## config.mk

```make
export PLATFORM = sky130hd
export DESIGN_NAME = ctr_xor_stage
export DESIGN_NICKNAME = d
export VERILOG_FILES = /design/src/rtl/ctr_pkg.sv /design/src/rtl/ctr_ks_fifo.sv /design/src/rtl/ctr_xor_stage.sv
export SDC_FILE = /design/constraint.sdc
export NUM_CORES = 1
export LEC_CHECK = 0
export BUFFER_PORTS_ARGS = -buffer_cell sky130_fd_sc_hd__buf_2
export CAP_MARGIN = 20
export CELL_PAD_IN_SITES_DETAIL_PLACEMENT = 1
export CELL_PAD_IN_SITES_GLOBAL_PLACEMENT = 1
export CORE_MARGIN = 2
export CORE_UTILIZATION = 30
export CTS_CLUSTER_SIZE = 16
export DETAILED_ROUTE_END_ITERATION = 16
export PLACE_DENSITY = 0.58
export SLEW_MARGIN = 20
export SYNTH_ARGS = -nofsm -noshare
export SYNTH_HDL_FRONTEND = slang
export SYNTH_SLANG_ARGS = --single-unit
```

## constraint.sdc

```tcl
create_clock -name clk -period 8 [get_ports clk]
set_input_delay 0.8 -clock clk [delete_from_list [all_inputs] [get_ports clk]]
set_output_delay 0.8 -clock clk [all_outputs]
set_load 0.005 [all_outputs]
```

## src/rtl/ctr_pkg.sv

```systemverilog
// Shared constants, FSM state type and length helpers for the CTR XOR stage.
// Latency: n/a (package only).
// Backpressure: n/a (package only).
package ctr_pkg;

  localparam int BLK_W   = 128;
  localparam int MAX_BLK = 8;
  localparam int LEN_W   = 11;
  localparam int MAX_LEN = MAX_BLK * BLK_W;

  typedef enum logic [1:0] {
    IDLE = 2'd0,
    RUN  = 2'd1,
    DONE = 2'd2
  } ctr_state_e;

  // Number of 128-bit blocks covering len bits (ceiling division).
  function automatic logic [3:0] calc_nblk(input logic [LEN_W-1:0] len);
    logic [LEN_W:0] tmp;
    tmp = {1'b0, len} + (LEN_W+1)'(BLK_W - 1);
    return tmp[10:7];
  endfunction

  // Valid bits in the final block, 1..128.
  function automatic logic [7:0] calc_rlast(input logic [LEN_W-1:0] len);
    return (len[6:0] == 7'd0) ? 8'd128 : {1'b0, len[6:0]};
  endfunction

  // Keeps the top r bits (the first r message bits), clears the rest.
  function automatic logic [BLK_W-1:0] last_mask(input logic [7:0] r);
    return ~({BLK_W{1'b1}} >> r);
  endfunction

endpackage

```

## src/rtl/ctr_ks_fifo.sv

```systemverilog
// Two-entry keystream buffer; head is visible combinationally while non-empty.
// Latency: 1 cycle push-to-head; simultaneous push and pop keeps occupancy.
// Backpressure: full flag must gate push; empty flag must gate pop.
module ctr_ks_fifo
  import ctr_pkg::*;
(
  input  logic             clk,
  input  logic             rst,
  input  logic             push_i,
  input  logic [BLK_W-1:0] push_dat_i,
  input  logic             pop_i,
  output logic [BLK_W-1:0] head_o,
  output logic             full_o,
  output logic             empty_o
);

  logic [BLK_W-1:0] mem_q [2];
  logic             wr_ptr_q;
  logic             rd_ptr_q;
  logic [1:0]       cnt_q;

  logic do_push;
  logic do_pop;

  assign full_o  = (cnt_q == 2'd2);
  assign empty_o = (cnt_q == 2'd0);
  assign head_o  = mem_q[rd_ptr_q];
  assign do_push = push_i && !full_o;
  assign do_pop  = pop_i && !empty_o;

  // Storage write; contents need no reset because pointers gate visibility.
  always_ff @(posedge clk) begin
    if (do_push) mem_q[wr_ptr_q] <= push_dat_i;
  end

  // Pointer and occupancy tracking; reset flushes the buffer.
  always_ff @(posedge clk) begin
    if (rst) begin
      wr_ptr_q <= 1'b0;
      rd_ptr_q <= 1'b0;
      cnt_q    <= 2'd0;
    end else begin
      if (do_push) wr_ptr_q <= ~wr_ptr_q;
      if (do_pop)  rd_ptr_q <= ~rd_ptr_q;
      case ({do_push, do_pop})
        2'b10:   cnt_q <= cnt_q + 2'd1;
        2'b01:   cnt_q <= cnt_q - 2'd1;
        default: cnt_q <= cnt_q;
      endcase
    end
  end

endmodule

```

## src/rtl/ctr_xor_stage.sv

```systemverilog
// CTR-mode combiner: XORs buffered keystream with plaintext, masks the tail of the last block.
// Latency: 1 cycle from join (keystream head + plaintext) to registered ciphertext.
// Backpressure: ct_ready stall holds the output register and drops pt_ready; ks_ready drops when buffer full or all blocks fetched.
module ctr_xor_stage
  import ctr_pkg::*;
(
  input  logic             clk,
  input  logic             rst,
  input  logic             start,
  input  logic [LEN_W-1:0] msg_len,
  input  logic             ks_valid,
  output logic             ks_ready,
  input  logic [BLK_W-1:0] ks_data,
  input  logic             pt_valid,
  output logic             pt_ready,
  input  logic [BLK_W-1:0] pt_data,
  output logic             ct_valid,
  input  logic             ct_ready,
  output logic [BLK_W-1:0] ct_data,
  output logic             ct_last,
  output logic             busy,
  output logic             done
);

  ctr_state_e       state_q, state_d;
  logic [3:0]       nblk_q;
  logic [7:0]       rlast_q;
  logic [3:0]       ks_cnt_q;
  logic [3:0]       blk_cnt_q;
  logic             ct_valid_q;
  logic             ct_last_q;
  logic [BLK_W-1:0] ct_data_q;

  logic             start_ok;
  logic             run;
  logic             out_free;
  logic             join_fire;
  logic             push;
  logic             is_last;
  logic             fifo_full;
  logic             fifo_empty;
  logic [BLK_W-1:0] ks_head;
  logic [BLK_W-1:0] ct_next;

  assign start_ok  = start && (msg_len != '0) && (msg_len <= LEN_W'(MAX_LEN));
  assign run       = (state_q == RUN);
  assign out_free  = !ct_valid_q || ct_ready;
  assign ks_ready  = run && !fifo_full && (ks_cnt_q < nblk_q);
  assign pt_ready  = run && !fifo_empty && out_free;
  assign join_fire = pt_ready && pt_valid;
  assign push      = ks_valid && ks_ready;
  assign is_last   = (blk_cnt_q == 4'(nblk_q - 4'd1));

  assign ct_valid = ct_valid_q;
  assign ct_last  = ct_last_q;
  assign ct_data  = ct_data_q;
  assign busy     = (state_q != IDLE);
  assign done     = (state_q == DONE);

  ctr_ks_fifo u_ks_fifo (
    .clk        (clk),
    .rst        (rst),
    .push_i     (push),
    .push_dat_i (ks_data),
    .pop_i      (join_fire),
    .head_o     (ks_head),
    .full_o     (fifo_full),
    .empty_o    (fifo_empty)
  );

  // Combine keystream and plaintext; only the final block gets its tail cleared.
  always_comb begin
    ct_next = ks_head ^ pt_data;
    if (is_last) ct_next = ct_next & last_mask(rlast_q);
  end

  // Next-state: message accepted, last block handed off, one-cycle completion.
  always_comb begin
    state_d = state_q;
    case (state_q)
      IDLE:    if (start_ok) state_d = RUN;
      RUN:     if (ct_valid_q && ct_ready && ct_last_q) state_d = DONE;
      DONE:    state_d = IDLE;
      default: state_d = IDLE;
    endcase
  end

  // State, message geometry, block counters and the output register.
  always_ff @(posedge clk) begin
    if (rst) begin
      state_q    <= IDLE;
      nblk_q     <= 4'd0;
      rlast_q    <= 8'd0;
      ks_cnt_q   <= 4'd0;
      blk_cnt_q  <= 4'd0;
      ct_valid_q <= 1'b0;
      ct_last_q  <= 1'b0;
      ct_data_q  <= '0;
    end else begin
      state_q <= state_d;
      if (state_q == IDLE && start_ok) begin
        nblk_q    <= calc_nblk(msg_len);
        rlast_q   <= calc_rlast(msg_len);
        ks_cnt_q  <= 4'd0;
        blk_cnt_q <= 4'd0;
      end
      if (push) ks_cnt_q <= ks_cnt_q + 4'd1;
      if (join_fire) begin
        blk_cnt_q  <= blk_cnt_q + 4'd1;
        ct_valid_q <= 1'b1;
        ct_data_q  <= ct_next;
        ct_last_q  <= is_last;
      end else if (ct_ready) begin
        ct_valid_q <= 1'b0;
        ct_last_q  <= 1'b0;
      end
    end
  end

endmodule

```

==> results.sh, run 1 <==
export IMPL_status="complete, no violations"
export IMPL_min_to="u_ks_fifo.mem_q[0][27]"
export IMPL_syn_area_per_cell_sq_um=13.4
export IMPL_r2r_start="nblk_q[1]"
export IMPL_place_congestion=0.746
export IMPL_die_h_um=241
export IMPL_utilization_pct=38.4
export IMPL_max_vdd_ir_drop_v=0.000186
export IMPL_r2r_end="u_ks_fifo.mem_q[1][58]"
export IMPL_synth_cell_types=47
export IMPL_rrSetupSlack_ns=4.46
export IMPL_chipWidth_um=241
export IMPL_critPathArrivalTime_ns=3.74
export IMPL_setup_violations=0
export IMPL_grt_pass1_wl_um=83800
export IMPL_synth_async_sr_flop_share_pct=0
export IMPL_portBuffers=406
export IMPL_num_rows=86
export IMPL_cts_sinks=413
export IMPL_cp_buffers_inverters=3
export IMPL_criticalPathCategory="flop to flop"
export IMPL_cts_htree_levels=2
export IMPL_maxSlewViolCount=0
export IMPL_worstHoldPathCells=1
export IMPL_seq_area_frac_synth_pct=64.2
export IMPL_ant_nets=0
export IMPL_dr_pass1_iters=5
export IMPL_rsz0062_at_grt="false"
export IMPL_grt_overflow=0
export IMPL_vias_per_cell=4.89
export IMPL_fp_coreArea_sq_um=55300
export IMPL_max_stage_delay_ns=0.79
export IMPL_period_share_pct=44.3
export IMPL_ios=407
export IMPL_die_area_sq_um=58200
export IMPL_hold_path_class="primary input to flop"
export IMPL_grt_pass1_vias=12727
export IMPL_startpoint="nblk_q[1]"
export IMPL_crit_path_frequent_cell="buf_4"
export IMPL_syn_nets=1541
export IMPL_synth_edff_count=256
export IMPL_synth_fa_ha_area_share_pct=0.519
export IMPL_synth_xor_xnor_area_share_pct=7.42
export IMPL_cts_buffer_depth=3
export IMPL_wl_um=58600
export IMPL_final_cells=2439
export IMPL_setup_tns_ns=0
export IMPL_cts_root_buffer="clkbuf_16"
export IMPL_antenna_found_initial=6
export IMPL_synth_simple_area_share_pct=5.91
export IMPL_synth_top_family_by_area="compound AO/OA/AOI/OAI gates"
export IMPL_required_ns=8.20
export IMPL_synth_compound_area_share_pct=12.1
export IMPL_postSynthCellCount=1261
export IMPL_finalHoldViolations=0
export IMPL_post_route_drc_count=0
export IMPL_synth_area_sq_um=16900
export IMPL_ys_flop_type="edfxtp_1"
export IMPL_hold_start="ks_data[27]"
export IMPL_initial_core_util_pct=30.5
export IMPL_post_cts_resized=0
export IMPL_critPathTopFamily="buffers and inverters"
export IMPL_hpwl_um=42200
export IMPL_synthToLayoutAreaGrowth_pct=25.9
export IMPL_max_cap_viol_count=0
export IMPL_cts_tree="built"
export IMPL_post_cts_repair_setup_buffers=0
export IMPL_worst_path_max_delay_cell="nor2_4"
export IMPL_synth_area_mux_share_pct=7.65
export IMPL_slew_limit_headroom_pct=25.8
export IMPL_crit_path_end_kind="flop"
export IMPL_synth_seq_cells=413
export IMPL_clk_latency_ns=0.59
export IMPL_max_freq_mhz=282
export IMPL_hold_buffers=0
export IMPL_cp_max_fo=50
export IMPL_cts_clk_slew_worst_paths_ns=0.06
export IMPL_drive_gt1_share_pct=30.5
export IMPL_layout_nets=1927
export IMPL_cp_cell_sequence="inv_1, ha_1, a211oi_1, o21ai_0, buf_4, nor2_4, buf_4"
export IMPL_ys_warn_count=0
export IMPL_critPathLaunchType="flop"
export IMPL_tightest_slew_ns=1.11
export IMPL_grt_max_degree=90
export IMPL_cts_buffers=47
export IMPL_dp_cells=2346
export IMPL_fin_crit_ns=3.54
export IMPL_p_leak_nw=7.52
export IMPL_post_drt_wl_per_cell_um=24.0
export IMPL_drtIter0Drc=671
export IMPL_skew_ns=0.0300
export IMPL_pwr_density_cell_nw_per_um2=222
export IMPL_worst_r2r_path_depth=7
export IMPL_grtUsageTotal_pct=19.8
export IMPL_num_vias=11922
## metrics by stage
step / hold slack, ns / instance area, sq um / worst slack, ns / total power, mW
after floorplan: 0.449 / 16900 / 0.582 / 2.45
after global placement: 0.432 / 19700 / 4.26 / 2.60
after detailed placement: 0.438 / 19700 / 4.17 / 2.61
after CTS: 0.365 / 21200 / 4.39 / 4.79
after global routing: 0.374 / 21200 / 4.18 / 4.90
final: 0.398 / 21200 / 4.46 / 4.72
## how the worst max path moves through the flow
stage                                   to  depth (start not counted)
detailed placement              ct_data[0]                          9
finish              u_ks_fifo.mem_q[1][58]                          7
global placement              blk_cnt_q[1]                          8
CTS                 u_ks_fifo.mem_q[1][80]                          7
floorplan            u_ks_fifo.mem_q[0][0]                          4
global route        u_ks_fifo.mem_q[1][80]                          7
## cells by family after synthesis
kind of cell	count (synthesis)
AO/OA/AOI/OAI	266
XOR/XNOR	143
adder cells (fa/ha/maj)	7
buffers and inverters	94
flip-flops	413
multiplexers	129
AND/OR/NAND/NOR	209
## power breakdown
part	switching, mW	internal (mW)	total [mW]
Clock	0.885	1.28	2.17
Sequential	0.0159	2.28	2.29
Combinational	0.158	0.105	0.262
Total	1.06	3.67	4.72
## worst reg2reg max path: cells and delay by family (launching register included)
kind	cells	cell delay [ns]
AOI/OAI and AO/OA	2	0.58
adders and majority gates	1	0.28
and+or+nand+nor	1	0.80
DFF	1	0.36
buffers and inverters	3	1.08
## final cells by class
| type | instances | area [sq um] |
|---|---|---|
| Clock buffer | 70 | 1370 |
| Antenna cell | 5 | 12.5 |
| Clock inverter | 18 | 194 |
| Timing Repair Buffer | 422 | 2150 |
| Fill cell | 5969 | 34100 |
| Inverter | 9 | 33.8 |
| Sequential cell | 413 | 10800 |
| Multi-Input combinational cell | 754 | 5710 |
| Tap cell | 748 | 936 |
## sequential cells by signal, indices dropped and copies added, names as in the netlist, named ones only
name	flops
u_ks_fifo.cnt_q	2
nblk_q	4
u_ks_fifo.rd_ptr_q	1
blk_cnt_q	4
ct_last	1
u_ks_fifo.wr_ptr_q	1
rlast_q	8
ct_data	128
ks_cnt_q	4
u_ks_fifo.mem_q	256
ct_valid	1
state_q	2
## placed cells by master (no fill, tap or decap), types with 4 or more instances in the layout
cell type  Yosys  layout
buf_2         16     406
or3_1          5       5
and2_1         4       4
nor3_1        12      11
clkbuf_16      0      49
clkinv_1       0       4
clkinv_2       0       4
nor2_4         0       4
buf_4          0      16
nand2_1       84      84
diode_2        0       5
a32o_1       118     118
o21ai_0       73      73
a21oi_1       25      25
clkbuf_8       0       6
ha_1           7       7
o31ai_1        5       5
inv_1          9       9
nor2b_1        4       4
nor2_1        37      33
dfxtp_1      157     153
xor2_1        17      17
xnor2_1      126     126
o211ai_1      12      12
a211oi_1       8       8
a21o_1         7       7
edfxtp_1     256     256
or2_2          7       7
o21ai_1        4       4
nand2b_1       6       6
nand3_1       32      32
mux2i_1      129     129
clkbuf_1      57      15
## cell usage after synthesis, drive strengths merged (25+ instances only)
| cell | count | share of area [%] |
|---|---|---|
| edfxtp | 256 | 46 |
| dfxtp | 157 | 19 |
| a32o | 118 | 7.0 |
| nand3 | 32 | 0.95 |
| buf | 28 | 0.74 |
| nor2 | 38 | 0.86 |
| nand2 | 84 | 1.9 |
| mux2i | 129 | 7.7 |
| a21oi | 25 | 0.74 |
| clkbuf | 57 | 1.3 |
| o21ai | 77 | 2.3 |
| xnor2 | 126 | 6.5 |
## metal layers
metal  global-route usage, %  share of wire [%]  vias to the layer above
met5                       0              0.046                        -
met4                    6.10                2.7                        4
met3                    5.23                6.4                       84
met2                    33.8                 49                      322
met1                    24.6                 42                     5945
li1                        -                  -                     5567
Note: power is estimated with default switching activity, not from simulation.
==> run 2: changes to the inputs <==
- PLACE_DENSITY: 0.58 -> 0.6
- clock period: 8 -> 3 ns (I/O delays scaled with it)
==> run 2 against run 1 <==
Effect of this change:
- non-clock buffer count rose by 140
- core utilization rose by 2.6 points
- final cell count rose by 5.7%
- clock skew fell by 0.0067 ns
- worst hold slack got worse by 0.35 ns
- clock power rose to 2.5 times the previous value
- sequential cell count did not move
- critical path type unchanged
- sequential power rose to 2.7 times the previous value
- critical path depth rose by 1
- first-iteration DRC count fell by 1.2%
- wire length rose by 3.9%
==> results.sh, run 2 (synthesized netlist as in run 1, its figures left out) <==
export IMPL_cts_htree_levels=2
export IMPL_cts_clk_slew_worst_paths_ns=0.06
export IMPL_holdWs_ns=0.0447
export IMPL_final_cells=2577
export IMPL_hold_buffers=131
export IMPL_drtIter0Drc=663
export IMPL_maxSlewViolCount=0
export IMPL_pre_cts_slack_ns=0.555
export IMPL_max_vdd_ir_drop_v=0.000454
export IMPL_worst_r2r_path_depth=8
export IMPL_final_cell_mix="buf_2, edfxtp_1, dfxtp_1, dlygate4sd3_1, mux2i_1"
export IMPL_grt_max_degree=119
export IMPL_crit_path_end_kind="flop"
export IMPL_cts_root_buffer="clkbuf_16"
export IMPL_post_cts_repair_setup_buffers=0
export IMPL_setup_violations=0
export IMPL_cp_cell_sequence="inv_1, ha_1, xnor2_1, xnor2_1, nor4b_4, buf_12, nand3_1, a32o_1"
export IMPL_status="complete, no violations"
export IMPL_critPathLaunchType="flop"
export IMPL_skew_ns=0.0233
export IMPL_cts_sinks=413
export IMPL_slew_limit_headroom_pct=37.6
export IMPL_r2r_start="nblk_q[0]"
export IMPL_final_common_cell="buf_2"
export IMPL_tightest_slew_ns=0.934
export IMPL_cts_tree="built"
export IMPL_setup_tns_ns=0
export IMPL_dr_pass1_iters=5
export IMPL_grt_overflow=0
export IMPL_grt_pass1_wl_um=87500
export IMPL_wl_um=60800
export IMPL_fp_coreArea_sq_um=55300
export IMPL_r2r_end="ct_data[127]"
export IMPL_hold_path_class="primary input to flop"
export IMPL_finalHoldViolations=0
export IMPL_vias_per_cell=4.91
export IMPL_place_congestion=0.798
export IMPL_cp_max_fo=45
export IMPL_grt_pass1_vias=13638
export IMPL_post_route_drc_count=0
export IMPL_power_mw=12.5
export IMPL_die_area_sq_um=58200
export IMPL_fin_crit_ns=2.43
export IMPL_max_stage_delay_ns=0.41
export IMPL_die_h_um=241
export IMPL_crit_path_frequent_cell="xnor2_1"
export IMPL_synthToLayoutAreaGrowth_pct=34.5
export IMPL_initial_core_util_pct=30.5
export IMPL_rsz0062_at_grt="false"
export IMPL_utilization_pct=41.0
export IMPL_drive_gt1_share_pct=28.9
export IMPL_criticalPathCategory="flop to flop"
export IMPL_clk_latency_ns=0.59
export IMPL_max_cap_viol_count=0
export IMPL_worst_path_max_delay_cell="dfxtp_1"
export IMPL_grtUsageTotal_pct=20.5
export IMPL_required_ns=3.48
export IMPL_place_area_sq_um=19900
export IMPL_hpwl_um=42400
export IMPL_num_vias=12648
export IMPL_max_flop_register="u_ks_fifo.mem_q"
export IMPL_fin_ws_ns=0.567
export IMPL_chipWidth_um=241
export IMPL_ios=407
export IMPL_largest_reg_flops=256
export IMPL_dp_cells=2355
export IMPL_p_leak_nw=8.10
export IMPL_antenna_found_initial=6
export IMPL_worstSetupEndpoint="ct_data[127]"
export IMPL_portBuffers=406
export IMPL_max_freq_mhz=411
export IMPL_critPathArrivalTime_ns=2.92
export IMPL_cts_buffers=47
export IMPL_pwr_density_cell_nw_per_um2=551
export IMPL_layout_nets=2067
export IMPL_ant_nets=0
export IMPL_post_cts_resized=0
export IMPL_num_rows=86
export IMPL_rrSetupSlack_ns=0.57
export IMPL_final_cell_area_sq_um=22700
export IMPL_post_drt_wl_per_cell_um=23.6
export IMPL_cts_buffer_depth=3
export IMPL_period_share_pct=81.1
export IMPL_startpoint="nblk_q[0]"
export IMPL_hold_start="msg_len[1]"
## run 2: cell count changes in the layout (fill, tap and decap cells not counted), sizes merged
cell         change
buf              +9
dlygate4sd3    +131
clkinv           +2
bufinv           -1
clkbuf           -3
## run 2: worst min-delay path by stage
stage	to	slack (ns)	cells past startpoint
floorplan	u_ks_fifo.mem_q[0][0]	0.40	0
global placement	ct_data[8]	0.43	1
detailed placement	ct_data[108]	0.44	1
CTS	rlast_q[3]	0.01	3
global route	rlast_q[3]	0.03	3
finish	rlast_q[1]	0.04	3
## run 2: area by class of cell
type                    instances  area [sq um]
repair buffers                562          3680
fillers                      5952         32600
inverters                       9          33.8
well taps                     748           936
multi-input cells             754          5740
clock inverters                19           153
clock buffers                  67          1300
flip-flops and latches        413         10800
diodes                          5          12.5
## run 2: per-layer routing
layer | global-route usage (%) | vias up | wire length [um]
met2 | 35.7 | 345 | 30500
met4 | 7.13 | 2 | 1820
met3 | 4.48 | 90 | 3400
li1 | - | 5854 | -
met1 | 25.0 | 6357 | 25100
met5 | 0 | - | 13
## run 2: worst max-delay path, delay by kind of cell (launching register included)
family          cells  cell delay (ns)
simple gates        2             0.59
flops               1             0.41
buf+inv             2             0.39
xor+xnor            2             0.37
compound gates      1             0.33
fa+ha+maj           1             0.21
## run 2: where the power goes
part	total [mW]	switching (mW)	internal (mW)
logic	0.856	0.448	0.408
clock network	5.52	2.33	3.19
registers	6.12	0.0469	6.08
==> run 3: changes to the inputs <==
- PLACE_DENSITY: 0.6 -> 0.58
- clock period: 3 -> 2.3 ns (I/O delays scaled with it)
==> run 3 against run 2 <==
Effect of this change:
- critical path depth stayed put
- via count grew 1.8%
- critical endpoint is now ct_data[19]
- wire length increased by 2.0%
- critical path type unchanged
==> results.sh, run 3 (synthesized netlist as in run 1, its figures left out) <==
export IMPL_status="complete, no violations"
export IMPL_final_cells=2660
export IMPL_largest_reg_flops=256
export IMPL_final_common_cell="buf_2"
export IMPL_holdWs_ns=0.0192
export IMPL_clk_latency_ns=0.57
export IMPL_crit_path_end_kind="flop"
export IMPL_pwr_density_cell_nw_per_um2=693
export IMPL_vias_per_cell=4.84
export IMPL_cts_clk_slew_worst_paths_ns=0.06
export IMPL_tightest_slew_ns=0.651
export IMPL_critPathLaunchType="flop"
export IMPL_power_mw=16.4
export IMPL_fin_crit_ns=2.25
export IMPL_initial_core_util_pct=30.5
export IMPL_fin_ws_ns=0.0518
export IMPL_antenna_found_initial=7
export IMPL_setup_tns_ns=0
export IMPL_cts_sinks=413
export IMPL_chipWidth_um=241
export IMPL_max_stage_delay_ns=0.43
export IMPL_drtIter0Drc=650
export IMPL_dr_pass1_iters=5
export IMPL_net_switching_power_mw=3.65
export IMPL_utilization_pct=42.6
export IMPL_switching_share_pct=22.3
export IMPL_skew_ns=0.0128
export IMPL_slew_limit_headroom_pct=56.1
export IMPL_finalHoldViolations=0
export IMPL_grt_max_degree=67
export IMPL_max_freq_mhz=445
export IMPL_post_route_drc_count=0
export IMPL_cp_cell_sequence="buf_4, nor3_1, xnor2_1, nor4_4, buf_4, buf_12, o21ai_0, a32o_1"
export IMPL_place_congestion=0.787
export IMPL_cts_htree_levels=2
export IMPL_wl_um=62000
export IMPL_hold_path_class="primary input to flop"
export IMPL_p_int_mw=12.7
export IMPL_cts_root_buffer="clkbuf_16"
export IMPL_drive_gt1_share_pct=32.2
export IMPL_pwr_share_seq_pct=48.8
export IMPL_clockPowerShare_pct=43.9
export IMPL_max_flop_register="u_ks_fifo.mem_q"
export IMPL_ios=407
export IMPL_num_vias=12875
export IMPL_die_area_sq_um=58200
export IMPL_period_share_pct=97.7
export IMPL_cts_buffers=46
export IMPL_grtUsageTotal_pct=20.7
export IMPL_num_rows=86
export IMPL_worst_path_max_delay_cell="nor4_4"
export IMPL_layout_nets=2151
export IMPL_synthToLayoutAreaGrowth_pct=39.8
export IMPL_portBuffers=406
export IMPL_dp_cells=2418
export IMPL_grt_overflow=0
export IMPL_criticalPathCategory="flop to flop"
export IMPL_grt_pass1_vias=13992
export IMPL_critPathArrivalTime_ns=2.71
export IMPL_fp_coreArea_sq_um=55300
export IMPL_comb_power_share_pct=7.4
export IMPL_max_vdd_ir_drop_v=0.000587
export IMPL_final_cell_mix="buf_2, edfxtp_1, dfxtp_1, dlygate4sd3_1, mux2i_1"
export IMPL_place_area_sq_um=20500
export IMPL_cp_max_fo=24
export IMPL_ant_nets=0
export IMPL_setup_violations=0
export IMPL_rsz0062_at_grt="true"
export IMPL_post_drt_wl_per_cell_um=23.3
export IMPL_die_h_um=241
export IMPL_hpwl_um=45300
export IMPL_max_cap_viol_count=0
export IMPL_grt_pass1_wl_um=88300
export IMPL_required_ns=2.77
export IMPL_final_cell_area_sq_um=23600
export IMPL_maxSlewViolCount=0
export IMPL_cts_tree="built"
export IMPL_p_leak_nw=8.59
export IMPL_crit_path_frequent_cell="buf_4"
export IMPL_cts_buffer_depth=3
export IMPL_pre_cts_slack_ns=0.0202
[run 3: per-layer routing]
layer / vias up / routed length [um] / share of wire (%) / GRT usage [%]
met5: - / 41 / 0.066 / 0
met4: 6 / 1580 / 2.5 / 6.23
met3: 84 / 3700 / 6.0 / 5.11
met2: 331 / 31200 / 50 / 36.6
met1: 6426 / 25600 / 41 / 24.9
li1: 6028 / - / - / -
[run 3: path summary, 6_finish.rpt]
path	to	slack [ns]	cells past startpoint	from
min reg2reg	ct_data[24]	0.46	1	ct_data[24]
max reg2reg	ct_data[19]	0.05	8	nblk_q[0]
max	ct_data[19]	0.05	8	nblk_q[0]
min	ct_data[0]	0.02	3	pt_data[0]
[run 3: area by class of cell]
class                      count  area (sq um)
fill                        5950         31700
sequential                   413         10800
multi-input combinational    754          5780
timing repair buffer         647          4520
clock buffer                  61          1260
tap                          748           936
clock inverter                24           200
inverter                       9          33.8
antenna                        4          10.0
[run 3: worst max-delay path: cells and delay by family, from the launching register on]
family / cells / cell delay (ns)
buffers and inverters: 3 / 0.54
XOR/XNOR: 1 / 0.20
AO/OA/AOI/OAI: 2 / 0.42
flip-flops: 1 / 0.31
AND/OR/NAND/NOR: 2 / 0.65
[run 3: what timing repair did]
action | CTS | global route
setup buffers | 3 | 6
cloned | 0 | 3
endpoints found under the setup margin | 1 | 102
hold endpoints to repair | 271 | 0
hold buffers | 141 | 0
pin swaps | 2 | 3
gates resized for setup | 5 | 10
[run 3: power by group through the flow]
stage                     clock network (mW)  logic (mW)  registers, mW
after detailed placement                   0        1.00           8.13
after floorplan                            0       0.416           8.11
after CTS                               7.36        1.21           7.97
final                                   7.17        1.21           7.97
after global placement                     0       0.986           8.13
after global routing                    7.63        1.31           7.98
